===== src/rtl/uart_echo_checker_sync_fifo.sv =====
// Synchronous FIFO holding the bytes still awaiting their echo.
// DEPTH must be a power of two (>=2); push and pop may occur in the same cycle.
module uart_echo_checker_sync_fifo #(
  parameter int unsigned WIDTH = 8,
  parameter int unsigned DEPTH = 4
) (
  input  logic             clk,
  input  logic             rst,
  input  logic             clear,
  input  logic             push,
  input  logic [WIDTH-1:0] wdata,
  input  logic             pop,
  output logic [WIDTH-1:0] rdata,
  output logic             full,
  output logic             empty
);

  localparam int unsigned AW = $clog2(DEPTH);

  logic [WIDTH-1:0] mem_q [DEPTH];
  logic [AW-1:0]    wr_ptr_q, rd_ptr_q;
  logic [AW:0]      count_q;
  logic             do_push, do_pop;

  assign full    = (count_q == (AW+1)'(DEPTH));
  assign empty   = (count_q == '0);
  assign do_push = push && !full;
  assign do_pop  = pop && !empty;
  assign rdata   = mem_q[rd_ptr_q];

  // NOTE: storage is not reset; only pointers and count need a defined value.
  always_ff @(posedge clk) begin
    if (do_push) mem_q[wr_ptr_q] <= wdata;
  end

  // NOTE: state registers use non-blocking assignments so every flop samples pre-edge values.
  always_ff @(posedge clk or posedge rst) begin
    if (rst) begin
      wr_ptr_q <= '0;
      rd_ptr_q <= '0;
      count_q  <= '0;
    end else if (clear) begin
      wr_ptr_q <= '0;
      rd_ptr_q <= '0;
      count_q  <= '0;
    end else begin
      if (do_push) wr_ptr_q <= wr_ptr_q + 1'b1;
      if (do_pop)  rd_ptr_q <= rd_ptr_q + 1'b1;
      case ({do_push, do_pop})
        2'b10:   count_q <= count_q + 1'b1;
        2'b01:   count_q <= count_q - 1'b1;
        default: count_q <= count_q;
      endcase
    end
  end

endmodule


===== config.mk =====
export PLATFORM = sky130hd
export DESIGN_NAME = uart_echo_checker_sync_fifo
export DESIGN_NICKNAME = d
export VERILOG_FILES = /design/src/rtl/uart_echo_checker_sync_fifo.sv
export SDC_FILE = /design/constraint.sdc
export NUM_CORES = 1
export LEC_CHECK = 0
export CAP_MARGIN = 15
export CORE_MARGIN = 1
export CORE_UTILIZATION = 58
export DETAILED_ROUTE_END_ITERATION = 8
export HOLD_SLACK_MARGIN = 0.08
export PLACE_DENSITY = 0.86
export SLEW_MARGIN = 40
export SYNTH_ARGS = -nofsm -noshare
export SYNTH_HDL_FRONTEND = slang
export SYNTH_SLANG_ARGS = --single-unit

===== constraint.sdc =====
create_clock -name clk -period 3 [get_ports clk]
set_input_delay 0.3 -clock clk [delete_from_list [all_inputs] [get_ports clk]]
set_output_delay 0.3 -clock clk [all_outputs]
set_load 0.1 [all_outputs]

### After elaboration in Yosys (flattened, before gate mapping)

Memories as Yosys holds them, arrays and structs flattened.
Index checks and enable logic that the tools add are counted.

| operators by class | value |
|---|---|
| equality and inequality tests | 3 |
| muxes and demuxes | 8 |
| $mul | 0 |
| shift-type cells | 0 |
| reduce and logical (&&, ||, !) cells | 8 |
| bitwise operators | 0 |
| div/mod/pow operators | 0 |
| $lt $le $gt $ge | 0 |
| $add $sub $neg | 4 |

Operators by type and width:

| cell | count |
|---|---|
| 2-bit 2-to-1 mux | 4 |
| 3-bit one-hot mux with 2 select lines | 1 |
| 2-bit by 1-bit adder with 2-bit output (second input constant) | 2 |
| 2-bit nonzero test | 2 |
| 3-bit by 1-bit adder with 3-bit output (second input constant) | 1 |
| 3-bit equality test (second input constant) | 1 |
| 3-bit zero test | 1 |
| 3-bit 2-to-1 mux | 1 |
| 3-bit nonzero test | 1 |
| 3-bit by 1-bit subtractor with 3-bit output (second input constant) | 1 |
| 2-bit by 1-bit equality test with 1-bit output (second input constant) | 1 |
| 2-bit equality test (second input constant) | 1 |
| 1-bit logical AND | 2 |
| 1-bit zero test | 2 |
| 1-bit 2-to-1 mux | 2 |

| storage, ports and cells | value |
|---|---|
| output and inout bits | 10 |
| memories kept | 1 |
| word-level logic and storage cells | 27 |
| latch bits | 0 |
| bits of input ports | 13 |
| memory bits (writable) | 32 |
| register bits after elaboration | 7 |
| memory bits (read-only) | 0 |

Memory list:

| name | depth | bits a word | rd ports | clocked after memory_dff | write ports | line | RTL |
|---|---|---|---|---|---|---|---|
| mem_q | 4 | 8 | 1 | 0 | 1 | 20 | `logic [WIDTH-1:0] mem_q [DEPTH];` |

### Logic depth before layout (Yosys ltp)

Gate-level depths: netlist of run 1.

| logic depth | value |
|---|---|
| depth after elaboration | 6 |
| depth in mapped cells | 7 |
| depth with buffers taken out | 6 |

### Worst setup path before layout of run 1

Ideal clock, no wire load.

| timing | value |
|---|---|
| path type | register to output |
| start | register count_q[0] |
| end | output empty |
| required time | 2700 ps |
| setup slack | 630 ps |
| buffers on the path | 1 |
| data arrival time | 2070 ps |
| stages on the path, launching flop included | 4 |
| cells stage by stage | dfrtp_1 buf_6 or2_2 nor2_1 |

| on the way | value |
|---|---|
| longest elaborated chain between the ends | 1 |

RTL lines:

| what | line | RTL |
|---|---|---|
| from (decl) | 22 | `logic [AW:0] count_q;` |
| from (signal assigned) | 50 | `2'b10: count_q <= count_q + 1'b1;` |
| from (signal assigned) | 51 | `2'b01: count_q <= count_q - 1'b1;` |
| from (signal assigned) | 52 | `default: count_q <= count_q;` |
| 3-bit zero test | 26 | `assign empty = (count_q == '0);` |
| to (decl) | 15 | `output logic empty` |

No other way between the ends.

### Worst setup path after layout of run 1

| timing | value |
|---|---|
| start | register rd_ptr_q[0] |
| end | output rdata[6] |

| on the way | value |
|---|---|
| longest elaborated chain between the ends | 1 |

RTL lines:

| what | line | RTL |
|---|---|---|
| from (decl) | 21 | `logic [AW-1:0] wr_ptr_q, rd_ptr_q;` |
| from (signal assigned) | 48 | `if (do_pop) rd_ptr_q <= rd_ptr_q + 1'b1;` |
| memory read 4 x 8 bit | -- |  |
| to (decl) | 13 | `output logic [WIDTH-1:0] rdata,` |

No other way between the ends.

==> results by group, run 1 <==
Timing
  – Fin. Hold Viols: 0
  – RSZ-0062 raised after global routing: no
  – Final-report setup violation count: 0
  – Fin crit share: 0.736
  – Fin Clk Skew: 4.76 ps
  – F_max: 0.453 GHz
  – Period minus WS final: 2210 ps
  – Final worst slack: 791 ps
  – Setup TNS: 0 ps
  – Final-report max-slew violation count: 0
  – Worst-Margin Slew: 589 ps
  – Worst rel slew slack: 0.607

Power
  – Sequential share of power: 0.431
  – Power density over the cells: 829 mW/mm2
  – Total power draw: 1.65 mW
  – Combinational share of power: 0.413
  – Clock power share: 0.157
  – Net Switching: 0.724 mW
  – Internal: 0.926 mW
  – Worst vdd ir: 0.515 mV
  – Pleak: 0.709 nW
  – Sw Ratio: 0.439

Yosys
  – FF+latch count, synth: 39
  – Mean Syn Cell Area: 16.1 um2
  – Mapped Area: 0.00176 mm2
  – Post-synth cell types: 36
  – Yosys top cell by area: edfxtp_1
  – YS warnings: 0
  – Number of synthesized flops with an enable pin: 32
  – Post-synth top area share: 0.546
  – Mapped Cells: 109
  – Top cells by area, synth: edfxtp_1 (55%), mux4_2 (10%), dfrtp_1 (10%)
  – Post-synthesis sequential area ratio: 0.646
  – Synth async-reset ratio: 0.179
  – Mapped Nets: 127
  – Ys flop type: edfxtp_1

Clock network
  – CTS tree: done
  – Clk_lat worst skew: 340 ps
  – Clk buf depth: 2
  – Clock root buffer: clkbuf_4
  – Clk pin slew, worst setup/hold paths: 110 ps
  – Htree depth: 2
  – Num Clock Sinks: 39
  – TritonCTS buffer count: 5
  – Setup repair bufs after CTS: 0
  – Cts hold-fix bufs: 0
  – CTS-repair resized insts: 0

Layout
  – Cell area after layout: 0.00199 mm2
  – Multi-input gate area: 529 um2
  – Layout net count: 147
  – Ratio of cells with drive above 1 in the final layout: 0.277
  – Ant diodes: 0
  – Sequential Area: 0.00114 mm2
  – P&R area growth vs syn: 13.2%
  – Fillcell total: 192

Worst setup path
  – CP Launch Type: register
  – Max Fanout on Critical Path: 10
  – Worst EP arrival: 1910 ps
  – Critical path class: register to primary output
  – Critical Path RT: 2700 ps
  – Crit path capture type: primary output
  – R2r setup slk: 990 ps

Route
  – DRC Markers: 2
  – Via count: 985
  – Routed Wire Length: 2810 um
  – DR WL/cell: 17.4 um
  – 1st-pass router iterations: 6
  – DRT antenna net count: 0
  – Via-to-Cell Ratio: 6.12
  – DR iter-0 viols: 24

Place
  – Pre-CTS setup slack: 753 ps
  – Dpl hpwl: 1940 um
  – GPL Wtd Cong: 0.784
  – Placed Area: 0.00194 mm2
  – # port buffers: 22

Status
  – Outcome: finished, violations left
  – Failing checks: design-rule violations

GRT
  – Vias in the first global route: 1014
  – Largest net degree at the start of global routing: 19
  – Gr usage total: 0.201
  – First-pass GRT wire length: 4690 um
  – Initial antenna violation count: 0
  – GRT Residual Overflow: 0

Hold path
  – Hold crit path type: input pin to async pin

Die
  – Die H: 57.1 um
  – Die Wd: 57.1 um
  – Row cnt: 19
  – Initial Util: 0.627
  – Core area: 0.00281 mm2
  – IO Pins: 23
  – Die area: 0.00326 mm2

Run
  – Max Cap Viol: 0
==> power by group through the flow <==
stage	Sequential, mW	Clock [mW]	Combinational (mW)
2_1_floorplan	0.673	0	0.616
3_3_place_gp	0.721	0	0.673
3_5_place_dp	0.726	0	0.683
4_1_cts	0.713	0.262	0.684
5_1_grt	0.724	0.285	0.715
6_report	0.711	0.259	0.681
==> layout make-up <==
type	instances	share of cell area
flip-flops and latches	39	0.570
repair buffers	22	0.0980
clock buffers	6	0.0207
inverters	7	0.0195
well taps	31	0.0195
clock inverters	2	0.00628
multi-input cells	54	0.266
==> layout by cell type (no fill, tap or decap), types with 2 or more instances in the layout <==
cell             count
clkdlybuf4s50_1     12
ha_1                 4
and3_2               4
mux4_2               8
nor2_1               4
nand3_1              4
buf_4               10
a21oi_1              3
edfxtp_1            32
xor2_1               2
or2_2                2
inv_1                6
dfrtp_1              7
o21ai_0              2
o21ai_2              2
nand2b_1             2
clkbuf_4             5
==> worst max-delay path, stage by stage, from the launching register on <==
cell	delay, ps
dfrtp_1	730
mux4_2	580
buf_4	250
==> metrics by stage <==
step / hold WS, ps / instances / utilization
2_1_floorplan: 103 / 109 / -
3_3_place_gp: 556 / 153 / 0.691
3_5_place_dp: 569 / 153 / 0.691
4_1_cts: 187 / 161 / 0.710
5_1_grt: 204 / 161 / 0.710
6_report: 185 / 161 / 0.710
==> synthesized netlist by cell type, types with 2 or more instances <==
cell type and instances:
edfxtp_1 32, mux4_2 8, dfrtp_1 7, inv_1 6
buf_2 5, and3_2 4, ha_1 4, nand3_1 4
nor2_1 4, a21oi_1 3, buf_6 2, nand2b_1 2
o21ai_0 2, o21ai_2 2, or2_2 2, xor2_1 2
==> logic make-up after synthesis <==
| logic type | synth area share |
|---|---|
| xor gates and xnor gates | 0.0149 |
| buffers and inverters | 0.0533 |
| muxes | 0.102 |
| DFF | 0.646 |
| adders and majority gates | 0.0398 |
| AOI/OAI and AO/OA | 0.0704 |
| and+or+nand+nor | 0.0733 |
==> metal layers <==
| metal | vias to the layer above | wire [um] | global-route usage |
|---|---|---|---|
| li1 | 459 | - | - |
| met4 | 0 | 57 | 0.0732 |
| met3 | 7 | 154 | 0.0748 |
| met1 | 489 | 1140 | 0.238 |
| met5 | - | 0 | 0 |
| met2 | 30 | 1450 | 0.339 |
==> final timing paths <==
check / from / end / cells past startpoint
worst max register to register: count_q[0]$_DFFE_PP0P_ / count_q[1]$_DFFE_PP0P_ / 5
worst max-delay path: rd_ptr_q[0]$_DFFE_PP0P_ / rdata[6] / 2
max in group asynchronous: rst / count_q[2]$_DFFE_PP0P_ / 2
worst min register to register: wr_ptr_q[1]$_DFFE_PP0P_ / wr_ptr_q[1]$_DFFE_PP0P_ / 2
worst min-delay path: rst / count_q[0]$_DFFE_PP0P_ / 2
min in group clk: wdata[4] / mem_q[1][4]$_DFFE_PP_ / 1
==> registers in the layout, summed over array words and instances (netlist names) <==
signal,flops
mem_q,32
rd_ptr_q,2
count_q,3
wr_ptr_q,2
Note: power is estimated with default switching activity, not from simulation.
==> run 2: changes to the inputs <==
Settings changed: CORE_UTILIZATION 58 to 48, PLACE_DENSITY 0.86 to 0.77.
Clock period 3 ns to 2.02 ns, I/O delays scaled along.
==> run 2 against run 1 <==
The run now ends clean; sequential cell count is the same; register-to-register slack worse by 780 ps; global-route usage fell by 1.1 points; first-iteration DRC count rose by 33%; die area rose by 20%; routed wire length is 14% higher; setup slack worse by 730 ps; combinational power up 100%; clock skew rose by 3.5 ps; non-clock buffer count is 7 higher; count of clock-buffer cells in the layout down 1; largest cell class unchanged.
==> results by group, run 2 (synthesis gave the netlist of run 1 again) <==
Layout
  – Fin util: 0.654 (-0.0559)
  – Ant diodes: 0 (unchanged)
  – Fillcell total: 249 (+30%)
  – Biggest register: mem_q
  – P&R area growth vs syn: 27.0%
  – Most common cell after layout, fill and taps aside: edfxtp_1
  – Final Non-Filler Cells: 183 (+14%)
  – Layout net count: 154 (+4.8%)
  – Largest register FFs: 32 (unchanged)
  – Commonest non-fill, non-tap cells in the layout: edfxtp_1 (32), clkdlybuf4s50_1 (12), buf_12 (10), mux4_2 (8)
  – Biggest regs: mem_q: 32 flops, count_q: 3 flops
  – Ratio of cells with drive above 1 in the final layout: 0.350 (+0.0734)

Worst setup path
  – R2r setup slk: 210 ps (-780 ps)
  – Critical Path RT: 1820 ps (-880 ps)
  – Top delay family on crit path: buffers and inverters
  – Critical path class: register to primary output
  – R2R cell count: 5 (unchanged)
  – Crit path capture type: primary output
  – CP cell instances: buf_4 -> or3b_4 -> buf_6 -> clkinv_8 -> buf_12
  – Buf+Inv Stages, Crit Path: 4 (+3)
  – CP Launch Type: register
  – Crit path largest cell delay: 480 ps (-250 ps)
  – Slowest-stage cell, CP: dfrtp_2
  – Crit. path cell count: 5 (+3)
  – Worst EP arrival: 1750 ps (-160 ps)
  – Max Fanout on Critical Path: 7 (-3)

Clock network
  – TritonCTS buffer count: 5 (unchanged)
  – Clk_lat worst skew: 340 ps (about the same)
  – Num Clock Sinks: 39 (unchanged)
  – Clk pin slew, worst setup/hold paths: 120 ps (about the same)
  – Clk buf depth: 2 (unchanged)
  – Clock root buffer: clkbuf_4
  – CTS tree: done
  – Cts hold-fix bufs: 0 (unchanged)
  – Htree depth: 2 (unchanged)

Route
  – Via-to-Cell Ratio: 5.60 (-8.4%)
  – DRC Markers: 0 (-2)
  – Routed Wire Length: 3200 um (+14%)
  – 1st-pass router iterations: 4 (-2)
  – DRT antenna net count: 0 (unchanged)
  – DR iter-0 viols: 32 (+33%)
  – DR WL/cell: 17.5 um (+0.33%)
  – Via count: 1025 (+4.1%)

Timing
  – Fin Clk Skew: 8.31 ps (+3.54 ps)
  – Fin. Hold Viols: 0 (unchanged)
  – Period minus WS final: 1960 ps
  – Final-report max-slew violation count: 0 (unchanged)
  – RSZ-0062 raised after global routing: no
  – Worst rel slew slack: 0.718 (+0.110)
  – Worst-Margin Slew: 424 ps (-166 ps)
  – Setup TNS: 0 ps (unchanged)
  – Fin crit share: 0.968
  – Final worst slack: 64.0 ps (-727 ps)
  – F_max: 0.511 GHz
  – Final-report setup violation count: 0 (unchanged)

GRT
  – First-pass GRT wire length: 5330 um (+14%)
  – Vias in the first global route: 1088 (+7.3%)
  – Initial antenna violation count: 0 (unchanged)
  – GRT Residual Overflow: 0 (unchanged)
  – Gr usage total: 0.190 (-0.0112)
  – Largest net degree at the start of global routing: 18 (-1)

Hold path
  – Hold crit path type: input pin to async pin

Place
  – GPL Wtd Cong: 0.789 (+0.60%)
  – Pre-CTS setup slack: 120 ps (-633 ps)
  – # port buffers: 22 (unchanged)
  – Placed insts: 175 (+14%)
  – Dpl hpwl: 2260 um (+17%)

Die
  – Core area: 0.00342 mm2 (+22%)
  – Row cnt: 21 (+2)
  – Die H: 62.5 um (+9.6%)
  – Initial Util: 0.515 (-0.112)
  – IO Pins: 23 (unchanged)
  – Die Wd: 62.5 um (+9.6%)
  – Die area: 0.00391 mm2 (+20%)

Status
  – Outcome: completed

Power
  – Worst vdd ir: 0.875 mV (+70%)
  – Power density over the cells: 1300 mW/mm2 (+57%)
  – Pleak: 0.808 nW (+14%)

Run
  – Max Cap Viol: 0 (unchanged)
run 2: final timing paths:
| check | from | end |
|---|---|---|
| worst max-delay path | count_q[0]$_DFFE_PP0P_ | full |
| worst min-delay path | rst | count_q[1]$_DFFE_PP0P_ |
| worst max register to register | count_q[0]$_DFFE_PP0P_ | count_q[1]$_DFFE_PP0P_ |
| worst min register to register | wr_ptr_q[0]$_DFFE_PP0P_ | wr_ptr_q[0]$_DFFE_PP0P_ |
| max in group asynchronous | rst | count_q[0]$_DFFE_PP0P_ |
| min in group clk | wdata[1] | mem_q[1][1]$_DFFE_PP_ |
run 2: report_power, final:
| group | switching (mW) | internal [mW] |
|---|---|---|
| Clock | 0.256 | 0.260 |
| Sequential | 0.0540 | 0.953 |
| Combinational | 0.852 | 0.531 |
| Total | 1.16 | 1.74 |
run 2: area by class of cell:
class                   count  area (um2)  share of cell area
flip-flops and latches     39        1140               0.509
multi-input cells          54         539               0.241
repair buffers             29         380               0.170
well taps                  46        57.6              0.0258
clock inverters             3        43.8              0.0196
inverters                   7        38.8              0.0174
clock buffers               5        37.5              0.0168
run 2: what timing repair did:
action                                  in CTS  in global routing
buffers inserted                             0                  0
endpoints found under the setup margin       1                 10
resized for setup                            1                  4
hold endpoints to repair                     0                  0
gates cloned                                 0                  0
run 2: per-layer routing:
| metal | vias to the layer above | GRT usage | part of all wire |
|---|---|---|---|
| li1 | 475 | - | - |
| met1 | 519 | 0.209 | 0.39 |
| met2 | 23 | 0.334 | 0.55 |
| met3 | 8 | 0.0639 | 0.038 |
| met4 | 0 | 0.0785 | 0.018 |
| met5 | - | 0 | 0 |
run 2: per-stage QoR:
step           hold WS, ps  power, mW  instance area (um2)
2_1_floorplan         5.40       1.92                 1760
3_3_place_gp           459       2.35                 2140
3_5_place_dp           468       2.39                 2140
4_1_cts               85.5       2.90                 2220
5_1_grt               98.1       3.01                 2230
6_report              85.0       2.91                 2230
==> run 3: changes to the inputs <==
Settings changed: CORE_UTILIZATION 48 to 54, PLACE_DENSITY 0.77 to 0.81.
Clock period 2.02 ns to 2.03 ns, I/O delays scaled along.
==> run 3 against run 2 <==
Register-to-register slack got worse by 30 ps; count of clock-buffer cells in the layout is 1 higher; global-route usage up 0.12 points; sequential share of layout area grew 1.2 points; non-clock buffer count shrank 1; critical path depth shrank 1; sequential cell count unchanged.
==> results by group, run 3 (synthesis gave the netlist of run 1 again) <==
Power
  – Worst vdd ir: 0.750 mV (-14%)
  – Pleak: 0.785 nW (-2.9%)
  – Power density over the cells: 1240 mW/mm2 (-4.4%)

Clock network
  – Clk buf depth: 2 (unchanged)
  – Htree depth: 2 (unchanged)
  – Clock root buffer: clkbuf_4
  – Num Clock Sinks: 39 (unchanged)
  – Clk pin slew, worst setup/hold paths: 110 ps (about the same)
  – Setup repair bufs after CTS: 0 (unchanged)
  – CTS tree: done
  – CTS-repair resized insts: 0 (-1)
  – TritonCTS buffer count: 5 (unchanged)
  – Cts hold-fix bufs: 0 (unchanged)
  – Clk_lat worst skew: 340 ps (about the same)

Layout
  – Fin util: 0.709 (+0.0543)
  – Largest register FFs: 32 (unchanged)
  – Ant diodes: 0 (unchanged)
  – Sequential Area: 0.00114 mm2 (-0.11%)
  – Biggest register: mem_q
  – P&R area growth vs syn: 24.0%
  – Multi-input gate area: 532 um2 (-1.4%)
  – Ratio of cells with drive above 1 in the final layout: 0.316 (-0.0342)
  – Commonest non-fill, non-tap cells in the layout: edfxtp_1 (32), clkdlybuf4s50_1 (12), buf_12 (10), mux4_2 (8), dfrtp_1 (7)
  – Cell area after layout: 0.00218 mm2 (-2.4%)
  – Biggest regs: mem_q: 32 flops, count_q: 3 flops
  – Most common cell after layout, fill and taps aside: edfxtp_1
  – Layout net count: 153 (-0.65%)
  – Fillcell total: 209 (-16%)

Worst setup path
  – Max Fanout on Critical Path: 7 (unchanged)
  – Critical Path RT: 1830 ps (about the same)
  – Crit path capture type: primary output
  – R2r setup slk: 180 ps (-30 ps)
  – Critical path class: register to primary output
  – CP Launch Type: register
  – Worst EP arrival: 1740 ps (about the same)

Route
  – DRT antenna net count: 0 (unchanged)
  – DR WL/cell: 16.1 um (-8.0%)
  – Via-to-Cell Ratio: 5.49 (-2.0%)
  – DR iter-0 viols: 29 (-9.4%)
  – DRC Markers: 0 (unchanged)
  – Via count: 988 (-3.6%)
  – 1st-pass router iterations: 4 (unchanged)
  – Routed Wire Length: 2900 um (-9.5%)

Timing
  – Fin crit share: 0.959
  – Worst-Margin Slew: 413 ps (-10.3 ps)
  – Period minus WS final: 1950 ps
  – RSZ-0062 raised after global routing: no
  – Worst rel slew slack: 0.724 (+0.00687)
  – Fin. Hold Viols: 0 (unchanged)
  – Setup TNS: 0 ps (unchanged)
  – Final-report setup violation count: 0 (unchanged)
  – Fin Clk Skew: 7.94 ps (-0.371 ps)
  – F_max: 0.514 GHz
  – Final-report max-slew violation count: 0 (unchanged)

Die
  – Row cnt: 20 (-4.8%)
  – Initial Util: 0.572 (+0.0565)
  – Core area: 0.00308 mm2 (-9.9%)
  – IO Pins: 23 (unchanged)
  – Die H: 59.1 um (-5.5%)
  – Die Wd: 59.1 um (-5.5%)
  – Die area: 0.00349 mm2 (-11%)

GRT
  – GR Util met1: 0.249 (+0.0398)
  – Vias in the first global route: 980 (-9.9%)
  – GRT Residual Overflow: 0 (unchanged)
  – Met2 Resource Use GR: 0.302 (-0.0323)
  – Routing usage on met3: 0.0590 (-0.00492)
  – Largest net degree at the start of global routing: 18 (unchanged)
  – First-pass GRT wire length: 4620 um (-13%)
  – Initial antenna violation count: 0 (unchanged)
  – Gr usage total: 0.191 (+0.00122)
  – Gr busiest metal: met2

Status
  – Outcome: completed

Place
  – Dpl hpwl: 2030 um (-10%)
  – Placed Area: 0.00213 mm2 (-0.47%)
  – # port buffers: 22 (unchanged)
  – GPL Wtd Cong: 0.761 (-3.6%)

Run
  – Max Cap Viol: 0 (unchanged)

Hold path
  – Hold crit path type: input pin to async pin
run 3: cell types whose count changed in the layout (fill, tap and decap cells not counted), sizes merged:
cell | before | now
buf | 17 | 16
bufinv | 1 | 0
clkbuf | 5 | 6
clkinv | 3 | 2
clkinvlp | 0 | 1
run 3: path summary, 6_finish.rpt:
path | end | cells after the start | from
max | full | 4 | count_q[1]$_DFFE_PP0P_
min | wr_ptr_q[1]$_DFFE_PP0P_ | 2 | rst
max reg2reg | count_q[1]$_DFFE_PP0P_ | 5 | count_q[1]$_DFFE_PP0P_
min reg2reg | wr_ptr_q[1]$_DFFE_PP0P_ | 2 | wr_ptr_q[1]$_DFFE_PP0P_
max in group asynchronous | rd_ptr_q[1]$_DFFE_PP0P_ | 2 | rst
min in group clk | mem_q[0][7]$_DFFE_PP_ | 1 | wdata[7]
run 3: final cells by class:
| class | instances | area share |
|---|---|---|
| flip-flops and latches | 39 | 0.521 |
| multi-input cells | 54 | 0.244 |
| repair buffers | 28 | 0.168 |
| well taps | 44 | 0.0252 |
| clock buffers | 6 | 0.0189 |
| inverters | 7 | 0.0178 |
| clock inverters | 2 | 0.00574 |
run 3: per-stage QoR:
step	hold WS (ps)	setup slack (ps)	instances	power (mW)
2_1_floorplan	6.40	214	109	1.91
3_3_place_gp	464	307	172	2.33
3_5_place_dp	480	176	172	2.35
4_1_cts	101	77.5	180	2.73
5_1_grt	130	23.0	180	2.80
6_report	90.5	83.8	180	2.71
run 3: critical path: stages, from the launching register on:
cell and delay (ps):
dfrtp_1 420, buf_4 170, or3b_1 540, clkinv_8 110, buf_12 170
run 3: per-layer routing:
layer | vias to the layer above | routed length, um
li1 | 466 | -
met1 | 493 | 1320
met2 | 24 | 1420
met3 | 5 | 111
met4 | 0 | 46
met5 | - | 0
run 3: power breakdown:
group	switching (mW)	internal, mW	total (mW)	leakage, nW
logic	0.831	0.508	1.34	0.368
registers	0.0422	0.947	0.989	0.388
clock network	0.249	0.134	0.382	0.0282
total	1.12	1.59	2.71	0.785
